<file path="src/rtl/hazard_pkg.sv">
// Shared definitions for the hazard unit: forwarding select codes,
// result-source encoding and shadow-slot widths.
package hazard_pkg;

  // Forwarding mux select. The mux input order is RF, WB, MEM.
  typedef enum logic [1:0] {
    FWD_RF  = 2'b00,
    FWD_WB  = 2'b01,
    FWD_MEM = 2'b10
  } fwd_sel_e;

  localparam logic [1:0] RESULT_SRC_LOAD = 2'b01;

  // Flag bits in a slot: reg_write and is_load.
  localparam int unsigned SLOT_FLAG_W = 2;

  // EX slot: {rd, reg_write, is_load, rs1, rs2}.
  function automatic int unsigned ex_slot_width(input int unsigned addr_w);
    return 3 * addr_w + SLOT_FLAG_W;
  endfunction

  // MEM/WB slots: {rd, reg_write}.
  function automatic int unsigned prod_slot_width(input int unsigned addr_w);
    return addr_w + 1;
  endfunction

endpackage

</file>
<file path="src/rtl/hazard_shadow_stage.sv">
// One shadow pipeline slot: a register with synchronous reset and
// flush-to-bubble (a bubble is all zero).
module hazard_shadow_stage #(
  parameter int unsigned WIDTH = 17
) (
  input  logic             clk,
  input  logic             reset,
  input  logic             flush_i,
  input  logic [WIDTH-1:0] d_i,
  output logic [WIDTH-1:0] q_o
);

  logic [WIDTH-1:0] slot_q;
  logic [WIDTH-1:0] slot_d;

  // Next slot value: a bubble on flush, otherwise the upstream fields.
  always_comb begin
    slot_d = d_i;
    if (flush_i) slot_d = '0;
  end

  // Slot register; reset wipes it to a bubble.
  always_ff @(posedge clk) begin
    if (reset) slot_q <= '0;
    else       slot_q <= slot_d;
  end

  assign q_o = slot_q;

endmodule

</file>
<file path="src/rtl/hazard_unit.sv">
// Hazard unit for a 5-stage pipeline: EX operand-forwarding selects,
// load-use stall and branch flush control, driven from its own shadow
// copy of the EX/MEM/WB destination fields.
// Optional build macro HAZARD_PERF_EN adds saturating stall/flush
// cycle counters (ports stall_cycles / flush_cycles).
module hazard_unit
  import hazard_pkg::*;
#(
  parameter int unsigned REG_ADDR_W = 5,
  parameter int unsigned PERF_W     = 32
) (
  input  logic                  clk,
  input  logic                  reset,
  input  logic [REG_ADDR_W-1:0] id_rs1,
  input  logic [REG_ADDR_W-1:0] id_rs2,
  input  logic [REG_ADDR_W-1:0] id_rd,
  input  logic                  id_reg_write,
  input  logic [1:0]            id_result_src,
  input  logic                  ex_pc_src,
  output logic [1:0]            forward_a_e,
  output logic [1:0]            forward_b_e,
  output logic                  stall_f,
  output logic                  stall_d,
  output logic                  flush_d,
  output logic                  flush_e
`ifdef HAZARD_PERF_EN
  ,
  output logic [PERF_W-1:0]     stall_cycles,
  output logic [PERF_W-1:0]     flush_cycles
`endif
);

  localparam int unsigned EX_W   = ex_slot_width(REG_ADDR_W);
  localparam int unsigned PROD_W = prod_slot_width(REG_ADDR_W);

  typedef struct packed {
    logic [REG_ADDR_W-1:0] rd;
    logic                  reg_write;
    logic                  is_load;
    logic [REG_ADDR_W-1:0] rs1;
    logic [REG_ADDR_W-1:0] rs2;
  } ex_slot_t;

  // MEM and WB slots keep only what forwarding compares against; the
  // load flag and source fields are never consulted past EX.
  typedef struct packed {
    logic [REG_ADDR_W-1:0] rd;
    logic                  reg_write;
  } prod_slot_t;

  ex_slot_t   id_slot;
  ex_slot_t   e_q;
  prod_slot_t e_prod;
  prod_slot_t m_q;
  prod_slot_t w_q;

  fwd_sel_e fwd_a;
  fwd_sel_e fwd_b;
  logic     lw_stall;

  // Decode-stage fields packed into an EX slot.
  always_comb begin
    id_slot.rd        = id_rd;
    id_slot.reg_write = id_reg_write;
    id_slot.is_load   = (id_result_src == RESULT_SRC_LOAD);
    id_slot.rs1       = id_rs1;
    id_slot.rs2       = id_rs2;
  end

  assign e_prod = '{rd: e_q.rd, reg_write: e_q.reg_write};

  hazard_shadow_stage #(.WIDTH(EX_W)) u_stage_e (
    .clk     (clk),
    .reset   (reset),
    .flush_i (flush_e),
    .d_i     (id_slot),
    .q_o     (e_q)
  );

  hazard_shadow_stage #(.WIDTH(PROD_W)) u_stage_m (
    .clk     (clk),
    .reset   (reset),
    .flush_i (1'b0),
    .d_i     (e_prod),
    .q_o     (m_q)
  );

  hazard_shadow_stage #(.WIDTH(PROD_W)) u_stage_w (
    .clk     (clk),
    .reset   (reset),
    .flush_i (1'b0),
    .d_i     (m_q),
    .q_o     (w_q)
  );

  // Forwarding selects (MEM beats WB, x0 never forwarded), load-use
  // detection, and stall/flush; everything forced low during reset.
  always_comb begin
    fwd_a    = FWD_RF;
    fwd_b    = FWD_RF;
    lw_stall = 1'b0;

    if (m_q.reg_write && m_q.rd != '0 && m_q.rd == e_q.rs1)      fwd_a = FWD_MEM;
    else if (w_q.reg_write && w_q.rd != '0 && w_q.rd == e_q.rs1) fwd_a = FWD_WB;

    if (m_q.reg_write && m_q.rd != '0 && m_q.rd == e_q.rs2)      fwd_b = FWD_MEM;
    else if (w_q.reg_write && w_q.rd != '0 && w_q.rd == e_q.rs2) fwd_b = FWD_WB;

    lw_stall = e_q.is_load && (e_q.rd != '0) &&
               ((e_q.rd == id_rs1) || (e_q.rd == id_rs2));

    forward_a_e = fwd_a;
    forward_b_e = fwd_b;
    stall_f     = lw_stall && !ex_pc_src;
    stall_d     = lw_stall && !ex_pc_src;
    flush_d     = ex_pc_src;
    flush_e     = lw_stall || ex_pc_src;

    if (reset) begin
      forward_a_e = FWD_RF;
      forward_b_e = FWD_RF;
      stall_f     = 1'b0;
      stall_d     = 1'b0;
      flush_d     = 1'b0;
      flush_e     = 1'b0;
    end
  end

`ifdef HAZARD_PERF_EN
  logic [PERF_W-1:0] stall_cnt_q, stall_cnt_d;
  logic [PERF_W-1:0] flush_cnt_q, flush_cnt_d;

  // Saturating increments on stall / flush cycles.
  always_comb begin
    stall_cnt_d = stall_cnt_q;
    flush_cnt_d = flush_cnt_q;
    if (stall_d && stall_cnt_q != '1) stall_cnt_d = stall_cnt_q + 1'b1;
    if (flush_e && flush_cnt_q != '1) flush_cnt_d = flush_cnt_q + 1'b1;
  end

  // Counter registers, cleared by reset.
  always_ff @(posedge clk) begin
    if (reset) begin
      stall_cnt_q <= '0;
      flush_cnt_q <= '0;
    end else begin
      stall_cnt_q <= stall_cnt_d;
      flush_cnt_q <= flush_cnt_d;
    end
  end

  assign stall_cycles = stall_cnt_q;
  assign flush_cycles = flush_cnt_q;
`endif

endmodule

</file>
<file path="config.mk">
export PLATFORM = sky130hd
export DESIGN_NAME = hazard_unit
export DESIGN_NICKNAME = d
export VERILOG_FILES = /design/src/rtl/hazard_pkg.sv /design/src/rtl/hazard_shadow_stage.sv /design/src/rtl/hazard_unit.sv
export SDC_FILE = /design/constraint.sdc
export NUM_CORES = 1
export LEC_CHECK = 0
export ABC_AREA = 0
export BUFFER_PORTS_ARGS = -buffer_cell sky130_fd_sc_hd__clkbuf_2
export CAP_MARGIN = 5
export CORE_ASPECT_RATIO = 0.75
export CORE_MARGIN = 4
export CORE_UTILIZATION = 40
export CTS_CLUSTER_SIZE = 30
export DETAILED_ROUTE_END_ITERATION = 7
export PLACE_DENSITY = 0.61
export SKIP_LAST_GASP = 1
export SYNTH_ARGS = -nofsm -noshare
export SYNTH_HDL_FRONTEND = slang
export SYNTH_HIERARCHICAL = 1
export SYNTH_SLANG_ARGS = --single-unit
</file>
<file path="constraint.sdc">
create_clock -name clk -period 1.9 [get_ports clk]
set_input_delay 0.285 -clock clk [delete_from_list [all_inputs] [get_ports clk]]
set_output_delay 0.285 -clock clk [all_outputs]
set_load 0.03 [all_outputs]
</file>
After elaboration in Yosys (flattened, before gate mapping). Cells that the tools add are included.

Register bits: 29. Input bits: 21. Logic and storage cells: 35.

Equality and inequality tests: 7. Multiplexer cells: 9. Reductions and logical operators: 16.

Operators with widths (number): $eq A5 B5 Y1 (6); $reduce_bool A5 Y1 (3); $logic_and A1 B1 Y1 (9); $mux W2 (4); $mux W1 (5); $eq A2 B1 Y1 const B (1); $logic_or A1 B1 Y1 (2); $reduce_or A2 Y1 (1); $logic_not A1 Y1 (1).

Depth between registers and ports, before layout.
Depth after elaboration: 6. Gate-level depth with buffers: 7.

Modules after synthesis. The synthesis kept the hierarchy.

Modules (own cells, without submodules): hazard_shadow_stage (u_stage_e) (instances 1, cells each 38, area each 571.8 um2, sequential area each 340.3 um2); hazard_unit (instances 1, cells each 61, area each 457.9 um2, sequential area each 0.0 um2); hazard_shadow_stage (u_stage_m ...) (instances 2, cells each 12, area each 165.2 um2, sequential area each 120.1 um2).

Least setup slack after synthesis. OpenSTA, ideal clock, no wires.

Kind: reg2out. Start: register u_stage_e.slot_q[14], in the netlist u_stage_e/q_o[14]. End: output port stall_f. Arrival time: 1.806 ns. Slack: -0.191 ns. Cell stages (with the launch flop): 6. Cell sequence: dfxtp_1 -> xor2_1 -> nor3_1 -> a22oi_1 -> nor3_1 -> buf_4.

Cells in the longest elaborated chain, start to end: 5. Elaborated cells between the ends (all ways): 8. Those cells by class: eq/ne (2); mux (1); reduce/logical (5).

RTL lines: start, declared (RTL line hazard_shadow_stage.sv:13) `logic [WIDTH-1:0] slot_q;`; start signal, assigned (RTL line hazard_shadow_stage.sv:25) `else slot_q <= slot_d;`; $eq A5 B5 Y1 or $reduce_bool A5 Y1 (tied branches) (RTL line hazard_unit.sv:110, hazard_unit.sv:109); $logic_or A1 B1 Y1 or $logic_and A1 B1 Y1 (tied branches) (RTL line hazard_unit.sv:110, hazard_unit.sv:109); $logic_and A1 B1 Y1 * (RTL line hazard_unit.sv:109) `lw_stall = e_q.is_load && (e_q.rd != '0) &&`; $logic_and A1 B1 Y1 *; $mux W1 *; end, declared (RTL line hazard_unit.sv:22) `output logic stall_f,`.

Mark *: on every way between the ends. The rest lies on a longest branch, timed or not.

Worst setup path after layout.
Start: register u_stage_w.slot_q[2], in the netlist u_stage_w/q_o[2]. End: output port forward_a_e[0].

Cells in the longest elaborated chain, start to end: 6. Elaborated cells between the ends (all ways): 7. Those cells by class: eq/ne (1); mux (3); reduce/logical (3).

RTL lines: start, declared (RTL line hazard_shadow_stage.sv:13); start signal, assigned (RTL line hazard_shadow_stage.sv:25); $reduce_bool A5 Y1 (RTL line hazard_unit.sv:104) `else if (w_q.reg_write && w_q.rd != '0 && w_q.rd == e_q.rs1) fwd_a = FWD_WB;`; $logic_and A1 B1 Y1 (RTL line hazard_unit.sv:104); $logic_and A1 B1 Y1 * (RTL line hazard_unit.sv:104); $mux W1 * (RTL line hazard_unit.sv:104); $mux W2 * (RTL line hazard_unit.sv:103) `if (m_q.reg_write && m_q.rd != '0 && m_q.rd == e_q.rs1) fwd_a = FWD_MEM;`; $mux W2 * (RTL line hazard_unit.sv:119) `if (reset) begin`; end, declared (RTL line hazard_unit.sv:20) `output logic [1:0] forward_a_e,`.

Marked as above.

==> flow_summary.yaml <==
outcome:
  run_status: "complete, but fails checks"
  violations: "negative setup slack"
placement:
  dp_hpwl_mm: 2.173
  io_buffer_count: 28
  placed_area_um2: 1613
  setup_ws_pre_cts_ns: -0.07282
  place_congestion: 0.8044
  place.detailed.instances: 205
yosys:
  synth_top_area_cell: "dfxtp_1"
  yosysTopAreaCellShare: 0.4269
  ys_top_cells_by_area: "dfxtp_1 (43%), xor2_1 (13%), nor3b_1 (10%)"
  syn-cell-area_um2: 1360
  synth_enable_flop_cells: 0
  synth_top_flop_cell: "dfxtp_1"
  seq_area_frac_synth: 0.4269
  netlist_instances: 123
  synth_area_per_cell_um2: 11.06
  synth_common_cells: "dfxtp_1 (29), xor2_1 (20), nor3b_1 (19), nor3b_2 (10), xnor2_1 (10)"
  post-synth-top-count-cell: "dfxtp_1"
  postSynth.asyncResetShare: 0
  synth_warnings: 6
  postSynthRegisterBits: 29
  synth.distinct_cells: 22
power_and_ir_drop:
  power.net_switching_mw: 0.3366
  intPower_mw: 0.9705
  peak_ir_drop_on_the_vdd_network_mv: 0.4389
  power.share.switching: 0.2575
  total_power_mw: 1.307
  p_comb_frac: 0.133
  powerDensity_nw_per_um2: 697.9
  power.share.clock: 0.366
  seq_power_share: 0.501
  power_leakage_nw: 0.8118
run:
  maxCapViolCount: 0
routing:
  route.detailed.drc: 0
  routed_via_density: 4.742
  route.final.wire_length_mm: 3.070
  route.antenna.remaining_nets: 0
  drt-initial-drc-count: 23
  dr_wl_cell_um: 13.89
  vias: 1048
  dr.pass1.iters: 4
global_routing:
  grt-ovfl-total: 0
  grt_pass1_wl_mm: 4.995
  grt_antenna_before_repair: 0
  first_global_vias: 1100
  globalRouteTotalUtil: 0.1560
  grt_start_max_net_pins: 34
timing:
  finalWorstPathRequiredPeriod_ns: 2.166
  rsz0062_at_grt: "yes"
  max_clock_freq_ghz: 0.4616
  final_min_period_over_clock_period: 1.140
  total_count_of_hold_check_failures_in_the_final_report: 0
  worst_slack_ns: -0.2664
  finClkSkew_ns: 0.003019
  report.final.slew_viol_count: 0
  timing.final.setup_violations: 4
floorplanning:
  chipWidth_um: 75.33
  core_area_um2: 3288
  die_area_um2: 4407
  boundaryPins: 29
  dieHeight_um: 58.50
  floorplan.rows: 18
  floorplan.initialDensity: 0.4136
finish:
  finish.instance_area_um2: 1873
  sequential_cell_area_um2: 593.1
  area_of_the_multi_input_gates_um2: 849.6
  area_growth_pct: 37.72
  layout-drive-gt1-share: 0.4530
  n_fill_cell: 293
  postLayoutCoreUtil: 0.5696
  num-nets-final: 201
  instances_no_fill: 221
  antenna_cells: 0
worst_setup_path:
  setup.worst_path.end_class: "output pin"
  worstSetupStartpointType: "flop"
  worstPathArrival_ns: 1.88
  worstPathMaxFanout: 2
  critical_path_required_ns: 1.62
  path_class: "flop to output pin"
clock_network:
  cts_sink_cnt: 29
  numCtsBuffers: 5
  max-clock-path-buffers: 2
  cts_tree: "yes"
  clk_transition_reported_paths_ns: 0.06
  clock_latency_ns: 0.28
  htree_depth: 2
  cts_root_buffer: "clkbuf_8"
worst_hold_path:
  holdCritPathClass: "input pin to flop"
==> cells by family after synthesis <==
| group | synth area share |
|---|---|
| buffers and inverters | 0.04508 |
| and+or+nand+nor | 0.3073 |
| other | 0.002757 |
| AOI/OAI and AO/OA | 0.02484 |
| DFF | 0.4269 |
| xor gates and xnor gates | 0.1932 |
==> layout make-up <==
type / instances / share of cell area
Clock buffer: 6 / 0.03874
Clock inverter: 2 / 0.005344
Multi-Input combinational cell: 100 / 0.4536
Sequential cell: 29 / 0.3166
Tap cell: 40 / 0.02672
Timing Repair Buffer: 44 / 0.1590
==> sequential cells by signal, summed over array words and instances, names as in the netlist <==
| name | cells |
|---|---|
| u_stage_e/q_o | 17 |
| u_stage_m/q_o | 6 |
| u_stage_w/q_o | 6 |
==> worst paths after layout <==
| kind | start | to | slack (ns) | cells past startpoint |
|---|---|---|---|---|
| min | id_rd[2] | u_stage_e/q_o[14] | 0.24 | 2 |
| max | u_stage_w/q_o[2] | forward_a_e[0] | -0.27 | 5 |
| min reg2reg | u_stage_e/q_o[11] | u_stage_m/q_o[0] | 0.46 | 1 |
| max reg2reg | u_stage_e/q_o[14] | u_stage_e/q_o[2] | 0.09 | 6 |
==> metrics by stage <==
| step | TNS [ns] | hold WS, ns |
|---|---|---|
| 6_report | -0.8186 | 0.2437 |
| 5_1_grt | -1.123 | 0.2500 |
| 4_1_cts | -0.8680 | 0.2371 |
| 3_5_place_dp | -0.1310 | 0.4503 |
| 3_3_place_gp | -0.1418 | 0.4482 |
| 2_1_floorplan | -0.1987 | 0.3608 |
==> layer usage <==
metal / GRT usage / up-vias / part of all wire
li1: - / 525 / -
met1: 0.1983 / 486 / 0.45
met2: 0.2399 / 28 / 0.47
met3: 0.06314 / 9 / 0.054
met4: 0.05237 / 0 / 0.024
met5: 0 / - / 0
==> worst max-delay path, cell delays in order, from the launching register on <==
cell and delay [ns]:
dfxtp_2 0.32, buf_6 0.11, xor2_1 0.15, or4_4 0.55, nor4_4 0.28, clkbuf_8 0.20
==> layout by cell type (no fill, tap or decap), drive strengths merged <==
master / instances
dfxtp: 29
clkbuf: 29
nor3b: 29
buf: 21
xor2: 20
conb: 12
xnor2: 10
or4: 5
nor3: 5
nor2b: 4
nor4: 4
o21ai: 3
nand2: 2
nand3: 2
nor2: 2
clkinv: 2
a22oi: 1
o21bai: 1
==> power groups by stage <==
stage          combinational [mW]  clock (mW)  sequential (mW)
2_1_floorplan               0.107           0            0.662
3_3_place_gp                0.146           0            0.668
3_5_place_dp                0.149           0            0.668
4_1_cts                     0.164       0.485            0.653
5_1_grt                     0.192       0.521            0.657
6_report                    0.174       0.478            0.655
==> timing repair <==
| action | CTS | global route |
|---|---|---|
| pin swaps | 5 | 8 |
| hold buffers | 0 | 0 |
| resized for setup | 21 | 19 |
| endpoints found under the setup margin | 7 | 9 |
| buffers inserted | 7 | 1 |
Note: power is estimated with default switching activity, not from simulation.
